$ cat src/rtl/irq_sink_pkg.sv
// rtl/irq_sink_pkg.sv - shared defaults, FSM state type and ID width helper for the interrupt sink
package irq_sink_pkg;

  localparam int NUM_SRC_DEF = 4;
  localparam int CNT_W_DEF   = 8;

  typedef enum logic {
    IDLE  = 1'b0,
    OFFER = 1'b1
  } state_t;

  function automatic int id_w(input int n);
    return $clog2(n);
  endfunction

endpackage

$ cat src/rtl/irq_prio_enc.sv
// rtl/irq_prio_enc.sv - combinational lowest-index-wins priority encoder
module irq_prio_enc
  import irq_sink_pkg::*;
#(
  parameter  int NUM_SRC = NUM_SRC_DEF,
  localparam int ID_W    = id_w(NUM_SRC)
) (
  input  logic [NUM_SRC-1:0] vec,
  output logic               any,
  output logic [ID_W-1:0]    idx
);

  // scan from the top down so the lowest set index is the last assignment and wins
  always_comb begin
    any = |vec;
    idx = '0;
    for (int i = NUM_SRC - 1; i >= 0; i--) begin
      if (vec[i]) idx = ID_W'(i);
    end
  end

endmodule

$ cat src/rtl/irq_sink_ctrl.sv
// rtl/irq_sink_ctrl.sv - edge-latched, masked, prioritised interrupt sink with valid/ready ID port
module irq_sink_ctrl
  import irq_sink_pkg::*;
#(
  parameter  int NUM_SRC = NUM_SRC_DEF,
  parameter  int CNT_W   = CNT_W_DEF,
  localparam int ID_W    = id_w(NUM_SRC)
) (
  input  logic               clk,
  input  logic               rst,
  input  logic [NUM_SRC-1:0] intr_in,
  input  logic [NUM_SRC-1:0] mask_in,
  output logic               irq_valid,
  input  logic               irq_ready,
  output logic [ID_W-1:0]    irq_id,
  output logic               intr,
  output logic [CNT_W-1:0]   drop_cnt
);

  logic [NUM_SRC-1:0] prev;
  logic [NUM_SRC-1:0] pending;
  logic [NUM_SRC-1:0] rise;
  logic [NUM_SRC-1:0] eligible;
  logic [NUM_SRC-1:0] clr_vec;
  logic               win_any;
  logic [ID_W-1:0]    win_idx;
  logic [ID_W-1:0]    id_q;
  logic [CNT_W-1:0]   cnt_q;
  logic               accept;
  logic               drop_now;
  state_t             state;
  state_t             state_next;

  assign rise     = intr_in & ~prev;
  assign eligible = pending & mask_in;
  assign accept   = irq_valid & irq_ready;
  assign drop_now = |(rise & pending & ~clr_vec);
  assign irq_id   = id_q;
  assign drop_cnt = cnt_q;

  irq_prio_enc #(
    .NUM_SRC (NUM_SRC)
  ) u_prio (
    .vec (eligible),
    .any (win_any),
    .idx (win_idx)
  );

  // previous line levels track the inputs even in reset, so a line held high across reset is no event
  always_ff @(posedge clk) begin
    prev <= intr_in;
  end

  // one-hot clear of the accepted source
  always_comb begin
    clr_vec = '0;
    if (accept) clr_vec[id_q] = 1'b1;
  end

  // pending latch: a new edge overrides a same-cycle acceptance clear
  always_ff @(posedge clk) begin
    if (rst) pending <= '0;
    else     pending <= (pending & ~clr_vec) | rise;
  end

  // saturating count of edges that hit an already-pending source; one count per cycle at most
  always_ff @(posedge clk) begin
    if (rst)                                    cnt_q <= '0;
    else if (drop_now && cnt_q != {CNT_W{1'b1}}) cnt_q <= cnt_q + 1'b1;
  end

  // aggregate upward interrupt from the pre-update pending vector
  always_ff @(posedge clk) begin
    if (rst) intr <= 1'b0;
    else     intr <= |eligible;
  end

  // FSM state register
  always_ff @(posedge clk) begin
    if (rst) state <= IDLE;
    else     state <= state_next;
  end

  // FSM next state: offer when anything is eligible, leave only on handshake
  always_comb begin
    state_next = state;
    case (state)
      IDLE:    if (win_any)   state_next = OFFER;
      OFFER:   if (irq_ready) state_next = IDLE;
      default: state_next = IDLE;
    endcase
  end

  // FSM outputs: valid for as long as the offer stands
  always_comb begin
    irq_valid = (state == OFFER);
  end

  // offered ID captured on entry to OFFER and frozen until accepted
  always_ff @(posedge clk) begin
    if (rst)                         id_q <= '0;
    else if (state == IDLE && win_any) id_q <= win_idx;
  end

endmodule

$ cat config.mk
export PLATFORM = sky130hd
export DESIGN_NAME = irq_sink_ctrl
export DESIGN_NICKNAME = d
export VERILOG_FILES = /design/src/rtl/irq_sink_pkg.sv /design/src/rtl/irq_prio_enc.sv /design/src/rtl/irq_sink_ctrl.sv
export SDC_FILE = /design/constraint.sdc
export NUM_CORES = 1
export LEC_CHECK = 0
export ABC_CLOCK_PERIOD_IN_PS = 1740
export BUFFER_PORTS_ARGS = -buffer_cell sky130_fd_sc_hd__buf_2
export CORE_UTILIZATION = 52
export CTS_CLUSTER_DIAMETER = 120
export DETAILED_ROUTE_END_ITERATION = 16
export PLACE_DENSITY = 0.87
export SYNTH_ARGS = -nofsm -noshare
export SYNTH_HDL_FRONTEND = slang
export SYNTH_HIERARCHICAL = 1
export SYNTH_SLANG_ARGS = --single-unit
$ cat constraint.sdc
create_clock -name clk -period 1.74 [get_ports clk]
set_input_delay 0.174 -clock clk [delete_from_list [all_inputs] [get_ports clk]]
set_output_delay 0.174 -clock clk [all_outputs]
set_load 0.03 [all_outputs]
==> metrics.csv, run 1 <==
stage,metric,value,unit
place,gp_congestion,0.816,
timing,hold_viol,0,
synthesis,synth.top_cell.area_share,37.7,%
synthesis,synth_commonest_cells,"dfxtp_1 (20), nor2_1 (15), a21oi_1 (8), nand2_1 (8), nor2b_1 (8)",
detailed_routing,route.antenna.remaining_nets,0,
global_routing,grt_max_degree,20,
pwr,leakage,0.511,nW
timing,final.setup.worst_slack,0.0370,ns
timing,slew_headroom,76.2,%
finish,syn2layout_area_growth,22.2,%
clock_network,clk_path_buf_depth,2,
finish,final_area,1300,µm²
detailed_routing,drt_first_pass_iters,4,
synthesis,ys_seq_elements,20,
worst_setup_path,worst-path-max-fanout,7,
timing,rsz0062_at_grt,yes,
timing,worst_clock_skew,0.00110,ns
die,num_rows,15,
detailed_routing,drtIter0Drc,15,
clock_network,cts.sinks,20,
global_routing,antenna_found_initial,0,
place,dp_slack,0.0225,ns
worst_setup_path,worstPathArrival,1.90,ns
synthesis,seq_area_frac_synth,37.7,%
die,dieArea,2230,µm²
synthesis,syn-num-nets,133,
clock_network,root_buffer,clkbuf_4,
place,placed_cell_area,1220,µm²
die,die_h,47.2,µm
die,dieWidth,47.2,µm
global_routing,gr-usage-all-layers,23.4,%
pwr,cellPowerDensity,662,nW/µm²
synthesis,async_flop_share,0,%
global_routing,grt_first_pass_wirelength,3630,µm
clock_network,cts.htree.levels,1,
finish,drive_above_1_share,30.2,%
clock_network,clkTransAtPathRegs,0.10,ns
synthesis,yosysMostFrequentCell,dfxtp_1,
pwr,peakVddDrop,0.645,mV
finish,finish.utilization,71.2,%
worst_setup_path,start_kind,input port,
synthesis,synthCells,121,
finish,diodes,0,
pwr,p_total,0.858,mW
global_routing,gr-total-overflow,0,
min_path,hold_class,input port to register,
global_routing,grt_pass1_vias,894,
die,core-area,1820,µm²
run,maxCapViolCount,0,
worst_setup_path,cp.required,1.93,ns
clock_network,clk_latency,0.30,ns
timing,tightest_slew,0.357,ns
detailed_routing,drcViolationCount,0,
worst_setup_path,crit_path_end_kind,register,
finish,nNetsFinal,163,
timing,finalSetupTns,0,ns
outcome,outcome,"complete, no violations",
detailed_routing,vias,977,
synthesis,yosysWarningCount,6,
die,initial_core_util,58.3,%
timing,holdWs,0.00449,ns
synthesis,synthFlopType,dfxtp_1,
detailed_routing,avgViaCountPerCell,5.61,
place,io_buffers,22,
timing,report.final.setup_viol,0,
synthesis,synth_edf_count,0,
place,dpl.cell_count,168,
min_path,min_path_cells,1,
synthesis,avgSynthCellArea,8.77,µm²
clock_network,cts_made_buffers,3,
timing,layout_worst_path_cycle_share,97.9,%
finish,fin_cells,174,
synthesis,synth_area,1060,µm²
detailed_routing,routed_wirelength,2240,µm
detailed_routing,wl_per_cell,12.9,µm
timing,fin_crit,1.70,ns
timing,max_freq,587,MHz
synthesis,yosys.area.top_type,dfxtp_1,
synthesis,synth_area_leaders,"dfxtp_1 (38%), nor2_1 (5.3%), nor2b_1 (4.7%), mux2_1 (4.2%), a21oi_1 (3.8%)",
worst_setup_path,ff2ff_path_depth,5,
die,ioPinCount,23,
timing,drv_slew,0,
synthesis,ys_types,38,
clock_network,tritoncts,done,
worst_setup_path,worstSetupPathType,input port to register,
place,dp_hpwl,1690,µm
==> worst max-delay path: stages <==
cell and delay (ns):
dlygate4sd3_1 0.54, buf_2 0.13, and3b_1 0.17, o211a_1 0.27, nor2_4 0.19, a211oi_2 0.10
mux2_1 0.32
==> where the power goes <==
| group | internal, mW | switching (mW) | total (mW) |
|---|---|---|---|
| clock | 0.0808 | 0.137 | 0.218 |
| combinational | 0.0613 | 0.0795 | 0.141 |
| sequential | 0.480 | 0.0197 | 0.499 |
| total | 0.622 | 0.236 | 0.858 |
==> routing by layer <==
metal | up-vias | track usage (%) | share of wire (%) | wire length [µm]
li1 | 495 | - | - | -
met1 | 457 | 29.1 | 48 | 1070
met2 | 20 | 38.9 | 48 | 1070
met3 | 5 | 4.62 | 2.9 | 64
met4 | 0 | 10.9 | 1.8 | 40
met5 | - | 0 | 0 | 0
==> repair_timing <==
action / 4_1_cts / 5_1_grt
endpoints found under the setup margin: 0 / 5
endpoints found under the hold margin: 2 / 0
gates resized for setup: 0 / 5
hold buffers: 2 / 0
buffers inserted: 0 / 1
==> registers in the layout, summed over array words and instances (netlist names) <==
| register | count |
|---|---|
| irq_valid | 1 |
| drop_cnt | 8 |
| prev | 4 |
| irq_id | 2 |
| intr | 1 |
| pending | 4 |
==> final cells by class <==
cell class                      count  area [µm²]
Timing Repair Buffer               27         153
Sequential cell                    20         412
Multi-Input combinational cell     93         656
Fill cell                         145         524
Clock buffer                        3        22.5
Tap cell                           25        31.3
Inverter                            6        22.5
==> path summary, 6_finish.rpt <==
kind | from | to | slack (ns)
max | intr_in[2] | drop_cnt[5] | 0.04
min | intr_in[1] | prev[1] | 0.004
max reg2reg | irq_id[0] | drop_cnt[5] | 0.04
min reg2reg | drop_cnt[1] | drop_cnt[1] | 0.50
==> placed cells by master (no fill, tap or decap), drive strengths merged <==
cell type | Yosys | routed
o221a | 1 | 1
a211oi | 4 | 4
nor2 | 16 | 16
mux2 | 4 | 4
a2111oi | 1 | 1
nand3b | 3 | 3
ha | 1 | 1
nor2b | 8 | 8
and3b | 2 | 2
a21o | 2 | 2
nor3 | 1 | 1
buf | 0 | 25
inv | 6 | 6
dfxtp | 20 | 20
a21oi | 10 | 10
o211a | 1 | 1
o211ai | 1 | 1
nand4bb | 1 | 1
mux2i | 3 | 3
clkbuf | 2 | 3
nor4 | 1 | 1
o21ai | 5 | 5
o31ai | 1 | 1
nand2 | 8 | 8
nand4b | 2 | 2
or3 | 2 | 2
nand2b | 4 | 4
nand4 | 1 | 1
a32oi | 1 | 1
and2 | 4 | 4
o41a | 1 | 1
nand3 | 3 | 3
dlygate4sd3 | 0 | 2
o2111a | 1 | 1
==> logic make-up after synthesis <==
logic type / Yosys count / synth area share [%]
DFF: 20 / 37.7
and+or+nand+nor: 56 / 29.8
AOI/OAI and AO/OA: 29 / 21.3
buffers and inverters: 8 / 2.83
adders and majority gates: 1 / 1.18
muxes: 7 / 7.08
(Power assumes the default switching activity.)
==> run 2: changes to the inputs <==
--- a/config.mk
+++ b/config.mk
@@ -5,7 +5,7 @@
 export SDC_FILE = /design/constraint.sdc
 export NUM_CORES = 1
 export LEC_CHECK = 0
-export ABC_CLOCK_PERIOD_IN_PS = 1740
+export ABC_CLOCK_PERIOD_IN_PS = 1700
 export BUFFER_PORTS_ARGS = -buffer_cell sky130_fd_sc_hd__buf_2
 export CORE_UTILIZATION = 52
 export CTS_CLUSTER_DIAMETER = 120
==> constraint.sdc (replaced) <==
create_clock -name clk -period 1.7 [get_ports clk]
set_input_delay 0.17 -clock clk [delete_from_list [all_inputs] [get_ports clk]]
set_output_delay 0.17 -clock clk [all_outputs]
set_load 0.03 [all_outputs]
==> run 2 against run 1 <==
  * Clock skew increased by 0.0072 ns
  * Sequential cell count unchanged
  * Combinational power increased by 21%
  * Register-to-register slack got worse by 0.06 ns
  * Via count increased by 11%
  * The run now ends with negative setup slack left
  * Critical path type unchanged
  * Critical endpoint unchanged
  * Clock power increased by 28%
==> metrics.csv, run 2 (same netlist as run 1, synthesis figures left out) <==
stage,metric,value,unit,change
die,initial_core_util,58.3,%,unchanged
global_routing,gr-total-overflow,0,,unchanged
place,io_buffers,22,,unchanged
clock_network,clk_path_buf_depth,2,,unchanged
place,dp_hpwl,1690,µm,-0.34%
timing,drv_slew,0,,unchanged
die,dieArea,2230,µm²,unchanged
min_path,min_path_cells,3,,+2
finish,nNetsFinal,168,,+3.1%
clock_network,cts_made_buffers,3,,unchanged
run,maxCapViolCount,0,,unchanged
global_routing,gr-usage-all-layers,24.6,%,+1.2 points
finish,final_area,1440,µm²,+11%
finish,n_fill_cell,122,,-16%
worst_setup_path,worstSetupPathType,input port to register,,
min_path,min_from,intr_in[0],,
global_routing,grt_max_degree,20,,unchanged
finish,syn2layout_area_growth,35.7,%,
detailed_routing,route.antenna.remaining_nets,0,,unchanged
timing,max_freq,578,MHz,
worst_setup_path,cp_num_buf_inv,2,,unchanged
die,ioPinCount,23,,unchanged
global_routing,grt_first_pass_wirelength,3740,µm,+3.0%
worst_setup_path,worstPathArrival,1.93,ns,+0.03 ns
place,gp_congestion,0.816,,about the same
pwr,cellPowerDensity,668,nW/µm²,+0.97%
place,placed_cell_area,1220,µm²,+0.10%
pwr,peakVddDrop,0.704,mV,+9.1%
detailed_routing,vias,1088,,+11%
worst_setup_path,worst-path-max-fanout,6,,-1
timing,final.setup.worst_slack,-0.0315,ns,-0.0686 ns
timing,hold_viol,0,,unchanged
pwr,sequentialPowerShare,53.3,%,-4.9 points
detailed_routing,wl_per_cell,16.9,µm,+31%
finish,fin_cells,180,,+3.4%
min_path,min_to,pending[0],,
detailed_routing,drtIter0Drc,61,,+46
die,core-area,1820,µm²,unchanged
outcome,violations,negative setup slack,,
global_routing,antenna_found_initial,0,,unchanged
min_path,hold_class,input port to register,,
clock_network,cts.htree.levels,1,,unchanged
worst_setup_path,critPathMaxStageDelay,0.53,ns,about the same
detailed_routing,drcViolationCount,0,,unchanged
pwr,p_total,0.962,mW,+12%
clock_network,clk_latency,0.31,ns,about the same
worst_setup_path,cp_top_family,buffers and inverters,,
pwr,p_comb_share,17.6,%,+1.2 points
finish,final_common_cell,buf_2,,
timing,rsz0062_at_grt,yes,,
worst_setup_path,crit_path_end_kind,register,,
finish,layout.cells.most_common_list,"buf_2 (21), nor2_1 (12), dfxtp_1 (10), nand2_1 (8)",,
die,die_h,47.2,µm,unchanged
finish,diodes,0,,unchanged
clock_network,clkTransAtPathRegs,0.10,ns,about the same
detailed_routing,avgViaCountPerCell,6.04,,+7.6%
detailed_routing,drt_first_pass_iters,4,,unchanged
finish,largest_register_ffs,8,,unchanged
timing,worst_clock_skew,0.00830,ns,+0.00720 ns
timing,slew_headroom,76.4,%,+0.15 points
worst_setup_path,cp_slowest_cell,dlygate4sd3_1,,
timing,layout_worst_path_cycle_share,102,%,
pwr,switching_power,0.266,mW,+13%
die,dieWidth,47.2,µm,unchanged
clock_network,root_buffer,clkbuf_4,,
worst_setup_path,crit_chain,dlygate4sd3_1 -> buf_2 -> nor2b_2 -> o211a_1 -> nor2_4 -> a211oi_2 -> mux2_1,,
timing,tightest_slew,0.354,ns,-0.00229 ns
clock_network,tritoncts,done,,
pwr,internal-power,0.697,mW,+12%
outcome,outcome,"complete, but fails checks",,
worst_setup_path,ff2ff_path_depth,5,,unchanged
die,num_rows,15,,unchanged
worst_setup_path,reg2reg_slack,-0.02,ns,-0.06 ns
clock_network,cts.sinks,20,,unchanged
timing,fin_crit,1.73,ns,
global_routing,grt_pass1_vias,894,,unchanged
worst_setup_path,r2r-start,irq_id[0],,
worst_setup_path,reg2reg_to,drop_cnt[5],,
timing,report.final.setup_viol,4,,+4
pwr,swShare,27.6,%,+0.086 points
place,dp_slack,-0.0486,ns,-0.0711 ns
worst_setup_path,cp.required,1.90,ns,-0.03 ns
finish,finish.utilization,79.1,%,+7.9 points
pwr,leakage,0.564,nW,+10%
worst_setup_path,start_kind,input port,,
place,dpl.cell_count,168,,unchanged
pwr,pwr-share-clk,29.1,%,+3.7 points
detailed_routing,routed_wirelength,3040,µm,+36%
finish,drive_above_1_share,40.6,%,+10 points
-- run 2: cell count changes in the layout (fill, tap and decap cells not counted), sizes merged --
cell	before	now
dlygate4sd3	2	4
clkbuf	3	4
buf	25	28
-- run 2: power groups by stage --
stage	logic (mW)	clock network, mW	registers (mW)
after floorplan	0.0724	0	0.540
after global placement	0.130	0	0.520
after detailed placement	0.135	0	0.522
after CTS	0.144	0.285	0.511
after global routing	0.183	0.303	0.517
final	0.170	0.280	0.513
-- run 2: tightest hold or removal path, stage by stage --
cell,delay [ns]
buf_2,0.12
nand2b_1,0.08
a21oi_1,0.07
-- run 2: what timing repair did --
action | 4_1_cts | 5_1_grt
setup buffers | 1 | 4
gates resized for setup | 2 | 21
endpoints found under the setup margin | 2 | 5
pin swaps | 1 | 8
hold endpoints to repair | 4 | 0
hold buffers | 4 | 0
-- run 2: worst max path at each step --
| stage | end | cells after the start | slack, ns | start |
|---|---|---|---|---|
| after global placement | drop_cnt[5] | 5 | 0.06 | irq_id[1] |
| after global routing | drop_cnt[0] | 5 | -0.08 | prev[1] |
| final | drop_cnt[5] | 7 | -0.03 | intr_in[3] |
| after CTS | drop_cnt[3] | 6 | 0.003 | drop_cnt[1] |
| after detailed placement | drop_cnt[7] | 5 | -0.05 | drop_cnt[0] |
| after floorplan | drop_cnt[5] | 5 | 0.01 | irq_id[1] |
-- run 2: area by class of cell --
class	instances	area (µm²)	share of cell area, %
Clock buffer	4	36.3	2.52
Tap cell	25	31.3	2.17
Multi-Input combinational cell	93	728	50.6
Sequential cell	20	420	29.2
Inverter	6	22.5	1.56
Timing Repair Buffer	32	201	14.0
-- run 2: metal layers --
metal / track usage [%] / routed length (µm)
met3: 6.92 / 202
met4: 10.3 / 128
met1: 29.1 / 1140
met5: 0 / 0
met2: 41.7 / 1570
-- run 2: through the flow --
step	hold WS, ns	TNS, ns
after floorplan	0.198	0
after global placement	0.284	0
after detailed placement	0.285	-0.0486
after CTS	0.126	0
after global routing	0.169	-0.248
final	0.164	-0.0635
